--- src/rtl/npu_pkg.sv ---
// -----------------------------------------------------------------------------
// npu_pkg
// Shared types for the NPU element-wise datapath.
//   ewise_op_e    : runtime operation select (ADD/SUB/MAX/MIN), 2-bit encoding
//   ewise_state_e : control FSM states of matrix_elementwise
// -----------------------------------------------------------------------------
package npu_pkg;

    typedef enum logic [1:0] {
        EWISE_ADD = 2'b00,
        EWISE_SUB = 2'b01,
        EWISE_MAX = 2'b10,
        EWISE_MIN = 2'b11
    } ewise_op_e;

    typedef enum logic [1:0] {
        EW_IDLE = 2'b00,
        EW_RUN  = 2'b01,
        EW_DONE = 2'b10
    } ewise_state_e;

endpackage : npu_pkg

--- src/rtl/ewise_lane.sv ---
// -----------------------------------------------------------------------------
// ewise_lane
// One combinational element-wise lane: y = op(a, b).
// Operands are extended to OUT_W+1 bits (sign- or zero-extended by SIGNED) so
// the ADD/SUB result is exact before it is narrowed to OUT_W bits.
// Optional feature macro: MATRIX_EWISE_SAT_EN -- ADD/SUB clamp to the OUT_W
// range instead of wrapping; MAX/MIN are never clamped.
// Ports:
//   i_op : operation select (npu_pkg::ewise_op_e)
//   i_a  : operand A, IN_W bits
//   i_b  : operand B, IN_W bits
//   o_y  : result, OUT_W bits
// -----------------------------------------------------------------------------
module ewise_lane
    import npu_pkg::*;
#(
    parameter int IN_W   = 8,
    parameter int OUT_W  = 16,
    parameter int SIGNED = 0
) (
    input  ewise_op_e         i_op,
    input  logic [IN_W-1:0]   i_a,
    input  logic [IN_W-1:0]   i_b,
    output logic [OUT_W-1:0]  o_y
);

    localparam int EW = OUT_W + 1;

    logic [EW-1:0] w_a_ext;
    logic [EW-1:0] w_b_ext;
    logic [EW-1:0] w_res;
    logic          w_a_gt_b;

    // Operand extension to the exact-result width.
    always_comb begin
        if (SIGNED != 0) begin
            w_a_ext = {{(EW-IN_W){i_a[IN_W-1]}}, i_a};
            w_b_ext = {{(EW-IN_W){i_b[IN_W-1]}}, i_b};
        end else begin
            w_a_ext = {{(EW-IN_W){1'b0}}, i_a};
            w_b_ext = {{(EW-IN_W){1'b0}}, i_b};
        end
    end

    // Magnitude comparison honouring operand signedness.
    always_comb begin
        if (SIGNED != 0) begin
            w_a_gt_b = ($signed(w_a_ext) > $signed(w_b_ext));
        end else begin
            w_a_gt_b = (w_a_ext > w_b_ext);
        end
    end

    // Exact arithmetic / selection in EW bits.
    always_comb begin
        w_res = w_a_ext;
        case (i_op)
            EWISE_ADD: w_res = w_a_ext + w_b_ext;
            EWISE_SUB: w_res = w_a_ext - w_b_ext;
            EWISE_MAX: w_res = w_a_gt_b ? w_a_ext : w_b_ext;
            EWISE_MIN: w_res = w_a_gt_b ? w_b_ext : w_a_ext;
            default:   w_res = w_a_ext;
        endcase
    end

`ifdef MATRIX_EWISE_SAT_EN
    logic [OUT_W-1:0] w_sat;

    // Clamp ADD/SUB results that do not fit in OUT_W bits.
    // Signed: the exact value fits in EW bits, so overflow shows as the top two
    // bits disagreeing; the top bit then gives the direction.
    // Unsigned: a set top bit means above max for ADD, below zero for SUB.
    always_comb begin
        w_sat = w_res[OUT_W-1:0];
        if ((i_op == EWISE_ADD) || (i_op == EWISE_SUB)) begin
            if (SIGNED != 0) begin
                if (w_res[EW-1] != w_res[EW-2]) begin
                    w_sat = w_res[EW-1] ? {1'b1, {(OUT_W-1){1'b0}}}
                                        : {1'b0, {(OUT_W-1){1'b1}}};
                end else begin
                    w_sat = w_res[OUT_W-1:0];
                end
            end else begin
                if (w_res[EW-1]) begin
                    w_sat = (i_op == EWISE_SUB) ? {OUT_W{1'b0}} : {OUT_W{1'b1}};
                end else begin
                    w_sat = w_res[OUT_W-1:0];
                end
            end
        end else begin
            w_sat = w_res[OUT_W-1:0];
        end
    end

    assign o_y = w_sat;
`else
    // Wrap-around build: the extra guard bit is only needed for clamping.
    logic w_unused_msb;
    assign w_unused_msb = w_res[EW-1];
    assign o_y          = w_res[OUT_W-1:0];
`endif

endmodule : ewise_lane

--- src/rtl/matrix_elementwise.sv ---
// -----------------------------------------------------------------------------
// matrix_elementwise
// Element-wise matrix unit: C = op(A, B) over a ROWSxCOLS tile, LANES elements
// per cycle in row-major order (flat index k = i*COLS + j).
// Optional feature macro: MATRIX_EWISE_SAT_EN (saturating ADD/SUB in the lanes).
// Ports:
//   clk   : system clock
//   rst_n : asynchronous active-low reset
//   start : run request, sampled only in IDLE
//   op    : operation (npu_pkg::ewise_op_e), captured with start
//   a, b  : operand tiles, held stable by the source while busy
//   c     : registered result tile
//   busy  : high while beats are being computed
//   done  : one-cycle pulse once all of c is final
// -----------------------------------------------------------------------------
module matrix_elementwise
    import npu_pkg::*;
#(
    parameter int ROWS   = 4,
    parameter int COLS   = 4,
    parameter int IN_W   = 8,
    parameter int OUT_W  = 16,
    parameter int LANES  = 4,
    parameter int SIGNED = 0
) (
    input  logic                                   clk,
    input  logic                                   rst_n,
    input  logic                                   start,
    input  ewise_op_e                              op,
    input  logic [ROWS-1:0][COLS-1:0][IN_W-1:0]    a,
    input  logic [ROWS-1:0][COLS-1:0][IN_W-1:0]    b,
    output logic [ROWS-1:0][COLS-1:0][OUT_W-1:0]   c,
    output logic                                   busy,
    output logic                                   done
);

    localparam int N     = ROWS * COLS;
    localparam int BEATS = N / LANES;
    localparam int CNT_W = (BEATS > 1) ? $clog2(BEATS) : 1;

    if (OUT_W < IN_W) begin : g_chk_out_w
        $error("matrix_elementwise: OUT_W must be >= IN_W");
    end
    if ((N % LANES) != 0) begin : g_chk_lanes
        $error("matrix_elementwise: ROWS*COLS must be a multiple of LANES");
    end

    ewise_state_e            r_state;
    ewise_state_e            w_next_state;
    ewise_op_e               r_op;
    logic [CNT_W-1:0]        r_beat;
    logic [N*OUT_W-1:0]      r_c;
    logic                    r_busy;
    logic                    r_done;
    logic                    w_last_beat;
    logic [N*IN_W-1:0]       w_a_flat;
    logic [N*IN_W-1:0]       w_b_flat;
    logic [LANES*OUT_W-1:0]  w_lane_y;

    // Packed [ROWS][COLS] flattens so element k = i*COLS+j sits at k*IN_W.
    assign w_a_flat    = a;
    assign w_b_flat    = b;
    assign w_last_beat = (r_beat == CNT_W'(BEATS - 1));

    for (genvar l = 0; l < LANES; l++) begin : g_lane
        logic [IN_W-1:0] w_la;
        logic [IN_W-1:0] w_lb;

        assign w_la = w_a_flat[(int'(r_beat) * LANES + l) * IN_W +: IN_W];
        assign w_lb = w_b_flat[(int'(r_beat) * LANES + l) * IN_W +: IN_W];

        ewise_lane #(
            .IN_W   (IN_W),
            .OUT_W  (OUT_W),
            .SIGNED (SIGNED)
        ) u_lane (
            .i_op (r_op),
            .i_a  (w_la),
            .i_b  (w_lb),
            .o_y  (w_lane_y[l*OUT_W +: OUT_W])
        );
    end

    // Next-state logic: IDLE -> RUN on start, RUN -> DONE on the last beat,
    // DONE -> IDLE unconditionally (start is not looked at outside IDLE).
    always_comb begin
        w_next_state = r_state;
        case (r_state)
            EW_IDLE: begin
                if (start) begin
                    w_next_state = EW_RUN;
                end else begin
                    w_next_state = EW_IDLE;
                end
            end
            EW_RUN: begin
                if (w_last_beat) begin
                    w_next_state = EW_DONE;
                end else begin
                    w_next_state = EW_RUN;
                end
            end
            EW_DONE: w_next_state = EW_IDLE;
            default: w_next_state = EW_IDLE;
        endcase
    end

    // State register and registered status outputs decoded from the next state.
    always_ff @(posedge clk or negedge rst_n) begin
        if (!rst_n) begin
            r_state <= EW_IDLE;
            r_busy  <= 1'b0;
            r_done  <= 1'b0;
        end else begin
            r_state <= w_next_state;
            r_busy  <= (w_next_state == EW_RUN);
            r_done  <= (w_next_state == EW_DONE);
        end
    end

    // Op capture and beat counter: cleared by an accepted start, one step per RUN cycle.
    always_ff @(posedge clk or negedge rst_n) begin
        if (!rst_n) begin
            r_op   <= EWISE_ADD;
            r_beat <= {CNT_W{1'b0}};
        end else if ((r_state == EW_IDLE) && start) begin
            r_op   <= op;
            r_beat <= {CNT_W{1'b0}};
        end else if (r_state == EW_RUN) begin
            r_beat <= w_last_beat ? {CNT_W{1'b0}} : (r_beat + CNT_W'(1));
        end
    end

    // Result tile: each RUN cycle overwrites only the LANES elements of the
    // current beat; everything else keeps its previous value.
    always_ff @(posedge clk or negedge rst_n) begin
        if (!rst_n) begin
            r_c <= {(N*OUT_W){1'b0}};
        end else if (r_state == EW_RUN) begin
            r_c[int'(r_beat) * (LANES*OUT_W) +: LANES*OUT_W] <= w_lane_y;
        end
    end

    assign c    = r_c;
    assign busy = r_busy;
    assign done = r_done;

endmodule : matrix_elementwise

--- config.mk ---
export PLATFORM = sky130hd
export DESIGN_NAME = matrix_elementwise
export DESIGN_NICKNAME = d
export VERILOG_FILES = /design/src/rtl/npu_pkg.sv /design/src/rtl/ewise_lane.sv /design/src/rtl/matrix_elementwise.sv
export SDC_FILE = /design/constraint.sdc
export NUM_CORES = 1
export LEC_CHECK = 0
export BUFFER_PORTS_ARGS = -buffer_cell sky130_fd_sc_hd__buf_2
export CAP_MARGIN = 20
export CORE_AREA = 2 2 202 204
export DETAILED_ROUTE_END_ITERATION = 8
export DIE_AREA = 0 0 204 206
export GPL_ROUTABILITY_DRIVEN = 0
export SETUP_SLACK_MARGIN = 0.4
export SYNTH_ARGS = -nofsm -noshare
export SYNTH_HDL_FRONTEND = slang
export SYNTH_SLANG_ARGS = --single-unit
--- constraint.sdc ---
create_clock -name clk -period 7.2 [get_ports clk]
set_input_delay 0.36 -clock clk [delete_from_list [all_inputs] [get_ports clk]]
set_output_delay 0.36 -clock clk [all_outputs]
set_load 0.005 [all_outputs]
; ---- Word level (Yosys, flattened, before mapping)
; Cells that the tools add are included.
; W data, S select, Z words.
[op_classes]
add_sub_neg = 13
magnitude_cmp = 4
n_eq_ne = 7
n_shift = 10
n_mux = 19
reduce_logical = 4
[op_table]
columns = op, n
row1 = $shiftx A128 B32 Y8, 3
row2 = $shiftx A128 B9 Y8, 3
row3 = $bwmux W256, 1
row4 = $pmux W16 S4, 4
row5 = $shift A64 B33 Y256 const A, 1
row6 = $shiftx A128 B8 Y8, 2
row7 = $shiftx A64 B33 Y256, 1
row8 = $mux W8, 8
row9 = $add A8 B8 Y9, 4
row10 = $sub A8 B8 Y9, 4
row11 = $neg A8 Y33, 1
row12 = $gt A8 B8 Y1, 4
row13 = $add A4 B2 Y5 const B, 2
row14 = $eq A2 B2 Y1 const B, 4
row15 = $mux W2, 4
row16 = $eq A2 B1 Y1 const B, 3
row17 = $add A4 B1 Y5 const B, 1
row18 = $logic_not A2 Y1, 2
row19 = $pmux W2 S2, 1
row20 = $add A2 B1 Y2 const B, 1
row21 = $reduce_bool A2 Y1, 1
row22 = $logic_and A1 B1 Y1, 1
row23 = $mux W1, 1
[word_totals]
regBits = 264
in_bits = 261
output_inout_bits = 258
wordCells = 63

; ---- Longest topological paths before layout
[depth]
depth_word = 7
ltp_mapped = 15
ltp_nobuf = 12

; ---- Hierarchy
; Synthesis repeated with hierarchy kept, for this count alone.
[hier_totals]
cells_unflattened = 1865
hier_area_um2 = 17630.7
[by_module_without_submodules]
columns = module, instances, cells_each, area_per_inst_um2, seq_area_each_um2
row1 = matrix_elementwise, 1, 1245, 13246.5, 6606.3
row2 = ewise_lane, 4, 155, 1096.1, 0.0

; ---- Least setup slack after synthesis
; Ideal clock, no wire load.
[synth_timing]
path_kind = register -> register
startpoint = reg r_beat[0]
endpoint = reg r_c[114], in the netlist c[114]
setup_time_ns = 0.133
t_arrival_ns = 3.490
required_ns = 7.067
setup_slack_ns = 3.577
path_stages_with_launch = 14
n_path_buf = 4
period_less_slack_ns = 3.623
path_cell_list = dfrtp_1 > buf_2 > buf_4 > buf_4 > mux4_2 > ha_1 > buf_2 > o211a_1 > a211oi_1 > or3_4 > o211ai_4 > mux2_2 > a21oi_1 > o21ai_0
[synth_between]
elab_chain_cells = 7
elab_cells_between_ends = 39
classes_between = add/sub (12) / order compare (4) / shift (10) / mux (13)
[synth_lines]
columns = item, line
row1 = "start, declared", matrix_elementwise.sv:51  ; logic [CNT_W-1:0] r_beat;
row2 = "start signal, assigned", matrix_elementwise.sv:125  ; r_beat <= {CNT_W{1'b0}};
row3 = "start signal, assigned", matrix_elementwise.sv:128  ; r_beat <= {CNT_W{1'b0}};
row4 = "start signal, assigned", matrix_elementwise.sv:130  ; r_beat <= w_last_beat ? {CNT_W{1'b0}} : (r_beat + CNT_W'(1));
row5 = $add A4 B1 Y5 or $add A4 B2 Y5 (tied branches), "matrix_elementwise.sv:69, matrix_elementwise.sv:70"
row6 = $shiftx A128 B32 Y8 or $shiftx A128 B9 Y8 (tied branches), "matrix_elementwise.sv:69, matrix_elementwise.sv:70"
row7 = $gt A8 B8 Y1, ewise_lane.sv:50  ; w_a_gt_b = (w_a_ext > w_b_ext);
row8 = $mux W8 (on tied branches), "ewise_lane.sv:61, ewise_lane.sv:60"
row9 = $pmux W16 S4, ewise_lane.sv:57  ; case (i_op)
row10 = $shiftx A64 B33 Y256, matrix_elementwise.sv:140  ; r_c[int'(r_beat) * (LANES*OUT_W) +: LANES*OUT_W] <= w_lane_y;
row11 = $bwmux W256 (*), matrix_elementwise.sv:140
row12 = "end signal, assigned", matrix_elementwise.sv:138  ; r_c <= {(N*OUT_W){1'b0}};
row13 = "end signal, assigned by index", matrix_elementwise.sv:140
row14 = "end, declared", matrix_elementwise.sv:52  ; logic [N*OUT_W-1:0] r_c;
; Every way passes the cells marked *; elsewhere a longest branch is shown, timed or not.
; A chain may end at the register's enable or synchronous reset.

; ---- Worst setup path after layout
[layout_timing]
startpoint = reg r_beat[0]
endpoint = reg r_c[23], in the netlist c[23]
; Same word-level chain as after synthesis.

==> impl_metrics.tcl <==
set metrics [dict create \
    status "complete, no violations" \
    power_density_nw_per_um2 560.7 \
    cts_made_buffers 17 \
    power_leakage_uw 0.007824 \
    hold_viol_final 0 \
    swShare_pct 50.99 \
    p_clk_share_pct 10.8 \
    drv_slew 0 \
    cp_slowest_stage_delay_ns 0.96 \
    maxCapViolations 0 \
    r2r-end "c[23]" \
    die_h_microns 206 \
    ff2ff_path_depth 10 \
    synth.avg_cell_area_sq_um 9.878 \
    clkTransAtPathRegs_ns 0.07 \
    post-cts-setup-buffers 0 \
    relSlewSlack_pct 28.17 \
    fin_util_pct 37.97 \
    dieArea_sq_um 42020 \
    grt_start_max_net_pins 102 \
    synthesis.nets 1581 \
    critPathCapture "c[23]" \
    dp_slack_ns 2.499 \
    dpl-instance-area_sq_um 14630 \
    area_delta_synth_final_pct 24.36 \
    gr-total-overflow 0 \
    max_freq_ghz 0.2152 \
    slowest_stage "dfrtp_4" \
    nFillCells 4131 \
    netlist_area_sq_um 12270 \
    cp_common_cell "nand3_2" \
    layout-drive-gt1-share_pct 42.04 \
    yosys_warnings 0 \
    first_pass_iters 5 \
    cts.repair.resized 0 \
    wl_microns 45110 \
    antenna_found_initial 2 \
    clockRootBuffer "clkbuf_16" \
    yosysSeqAreaShare_pct 34.27 \
    antenna_left 0 \
    viasPerCell 5.138 \
    grt_util_all_layers_pct 21.44 \
    setup_tns_ns 0 \
    hold_buffers 0 \
    path_class "flip-flop to flip-flop" \
    cts_tree "yes" \
    clock_latency_ns 0.45 \
    comb_power_share_pct 70.8 \
    finClkSkew_ns 0.007791 \
    rsz0062_at_grt "no" \
    clock_path_buffers 2 \
    setup_ws_ns 2.554 \
    critPathCaptureType "flip-flop" \
    ys.flop_type "dfrtp_1" \
    ios 519 \
    nNetsFinal 1960 \
    core-area_sq_um 40180 \
    r2r_start "r_beat[0]" \
    min_period_over_period_pct 64.53 \
    p_int_uw 4192 \
    min_period_ns 4.646 \
    dp_hpwl_microns 35310 \
    start_util_pct 30.53 \
    crit_chain "buf_4 > mux4_2 > ha_1 > nand3_2 > or3_4 > nand3_2 > o21a_2 > a21oi_1 > a311oi_1 > o31ai_1" \
    arrival_ns 4.94 \
    ys_types 79 \
    grt_pass1_vias 11024 \
    switching_power_uw 4362 \
    path_max_fanout 47 \
    drt_iter0_markers 632 \
    final-setup-viol-count 0 \
    required_ns 7.50 \
    worstSetupStartpoint "r_beat[0]" \
    route.detailed.wl_per_inst_microns 20.81 \
    fin_area_sq_um 15260 \
    clock_sinks 168 \
    p_seq_share_pct 18.4 \
    vias 11140 \
    drcViolationCount 0 \
    critPathLaunchType "flip-flop" \
    rows 74 \
    synthCells 1242 \
    min_path_type "primary input to asynchronous set/reset pin" \
    irDropWorstVdd_uv 210.9 \
    tightestPinTransition_ns 1.074 \
    numPortBuffers 518 \
    cts.htree.levels 4 \
    final_cell_mix "buf_2 (517), dfrtp_1 (164), nand2_1 (144), o21ai_0 (103), ha_1 (70)" \
    mostFrequentLayoutCell "buf_2" \
    ys_ff_latch 168 \
    synth_async_sr_flop_share_pct 100.0 \
    grt_pass1_wl_microns 67260 \
    fp.dieW_microns 204 \
    r2r_setup_slack_ns 2.55 \
    synth_edf_count 0 \
]
## worst min path at each step
stage	endpoint	slack [ns]	cells after the start	start
finish	c[212]	0.02	1	rst_n
global route	c[149]	0.09	1	rst_n
CTS	c[21]	0.07	1	rst_n
detailed placement	c[118]	0.46	2	c[118]
global placement	c[133]	0.46	2	c[133]
floorplan	busy	0.06	0	rst_n
## cells in the mapped netlist (4+ instances only)
cell / number / area (sq um)
dfrtp_1: 168 / 4204
nand2_1: 148 / 555.5
o21ai_0: 103 / 515.5
buf_4: 100 / 750.7
ha_1: 70 / 875.8
mux4_2: 64 / 1441
nor2_1: 61 / 229.0
inv_1: 60 / 225.2
a22o_1: 54 / 473.0
clkbuf_1: 49 / 183.9
a21oi_1: 32 / 160.2
buf_2: 23 / 115.1
xnor2_1: 21 / 183.9
o21ai_1: 19 / 95.09
o31ai_1: 19 / 142.6
nor2b_1: 17 / 106.4
nand3_1: 16 / 80.08
mux2_2: 14 / 157.7
mux2i_1: 14 / 140.1
nor3_1: 14 / 70.07
o211ai_1: 13 / 97.59
a21o_1: 11 / 82.58
nand2b_1: 11 / 68.82
o21bai_1: 11 / 82.58
nand4_1: 9 / 56.30
fa_1: 8 / 160.2
o221ai_1: 7 / 61.31
a211oi_1: 6 / 45.04
a32o_1: 5 / 50.05
o21ai_2: 5 / 43.79
or3_1: 5 / 31.28
a31oi_1: 4 / 25.02
buf_1: 4 / 15.01
o21a_1: 4 / 30.03
## routing by layer
metal | part of all wire (%) | global-route usage (%) | vias to the layer above
li1 | - | - | 5153
met1 | 44 | 28.61 | 5437
met2 | 46 | 34.89 | 513
met3 | 7.8 | 4.242 | 37
met4 | 2.1 | 7.091 | 0
met5 | 0 | 0 | -
## cells by family (layout without fill, tap and decap cells)
| logic type | Yosys count | in the layout | synth area share [%] |
|---|---|---|---|
| AOI/OAI and AO/OA | 335 | 335 | 18.86 |
| DFF | 168 | 168 | 34.27 |
| and+or+nand+nor | 303 | 303 | 11.20 |
| buffers and inverters | 238 | 630 | 10.65 |
| adders and majority gates | 78 | 78 | 8.445 |
| xor gates and xnor gates | 22 | 22 | 1.724 |
| other | 0 | 2 | 0 |
| muxes | 98 | 98 | 14.86 |
## flip-flops by register name, summed over array words and instances, names as in the netlist
signal   cells
r_op         2
done         1
r_beat       2
busy         1
r_state      2
c          160
## critical path, delay by kind of cell, from the launching register on
family / cells / cell delay, ns
AO/OA/AOI/OAI: 4 / 1.14
multiplexers: 1 / 0.60
flip-flops: 1 / 0.96
AND/OR/NAND/NOR: 3 / 0.72
buffers and inverters: 1 / 0.55
adder cells (fa/ha/maj): 1 / 0.48
## stage by stage
stage / hold slack [ns] / instances / total power, uW
final: 0.01665 / 2168 / 8554
after global routing: 0.08665 / 2167 / 9296
after CTS: 0.06892 / 2164 / 8603
after detailed placement: 0.4644 / 2132 / 7648
after global placement: 0.4589 / 2132 / 7559
after floorplan: 0.06441 / 1242 / 5691
## power by group through the flow
| stage | sequential, uW | combinational, uW | clock, uW |
|---|---|---|---|
| after detailed placement | 1600 | 6050 | 0 |
| final | 1580 | 6060 | 924 |
| after CTS | 1580 | 6070 | 946 |
| after floorplan | 1510 | 4180 | 0 |
| after global placement | 1590 | 5970 | 0 |
| after global routing | 1630 | 6670 | 988 |
## area by class of cell
type	count	area, sq um	area share, %
multi-input combinational	836	6790	44.51
sequential	168	4212	27.61
clock inverter	12	142.6	0.9350
inverter	60	225.2	1.476
tap	532	665.6	4.363
clock buffer	20	446.7	2.928
antenna	2	5.005	0.03281
timing repair buffer	538	2769	18.15
Power figures use the tool's default switching activity.
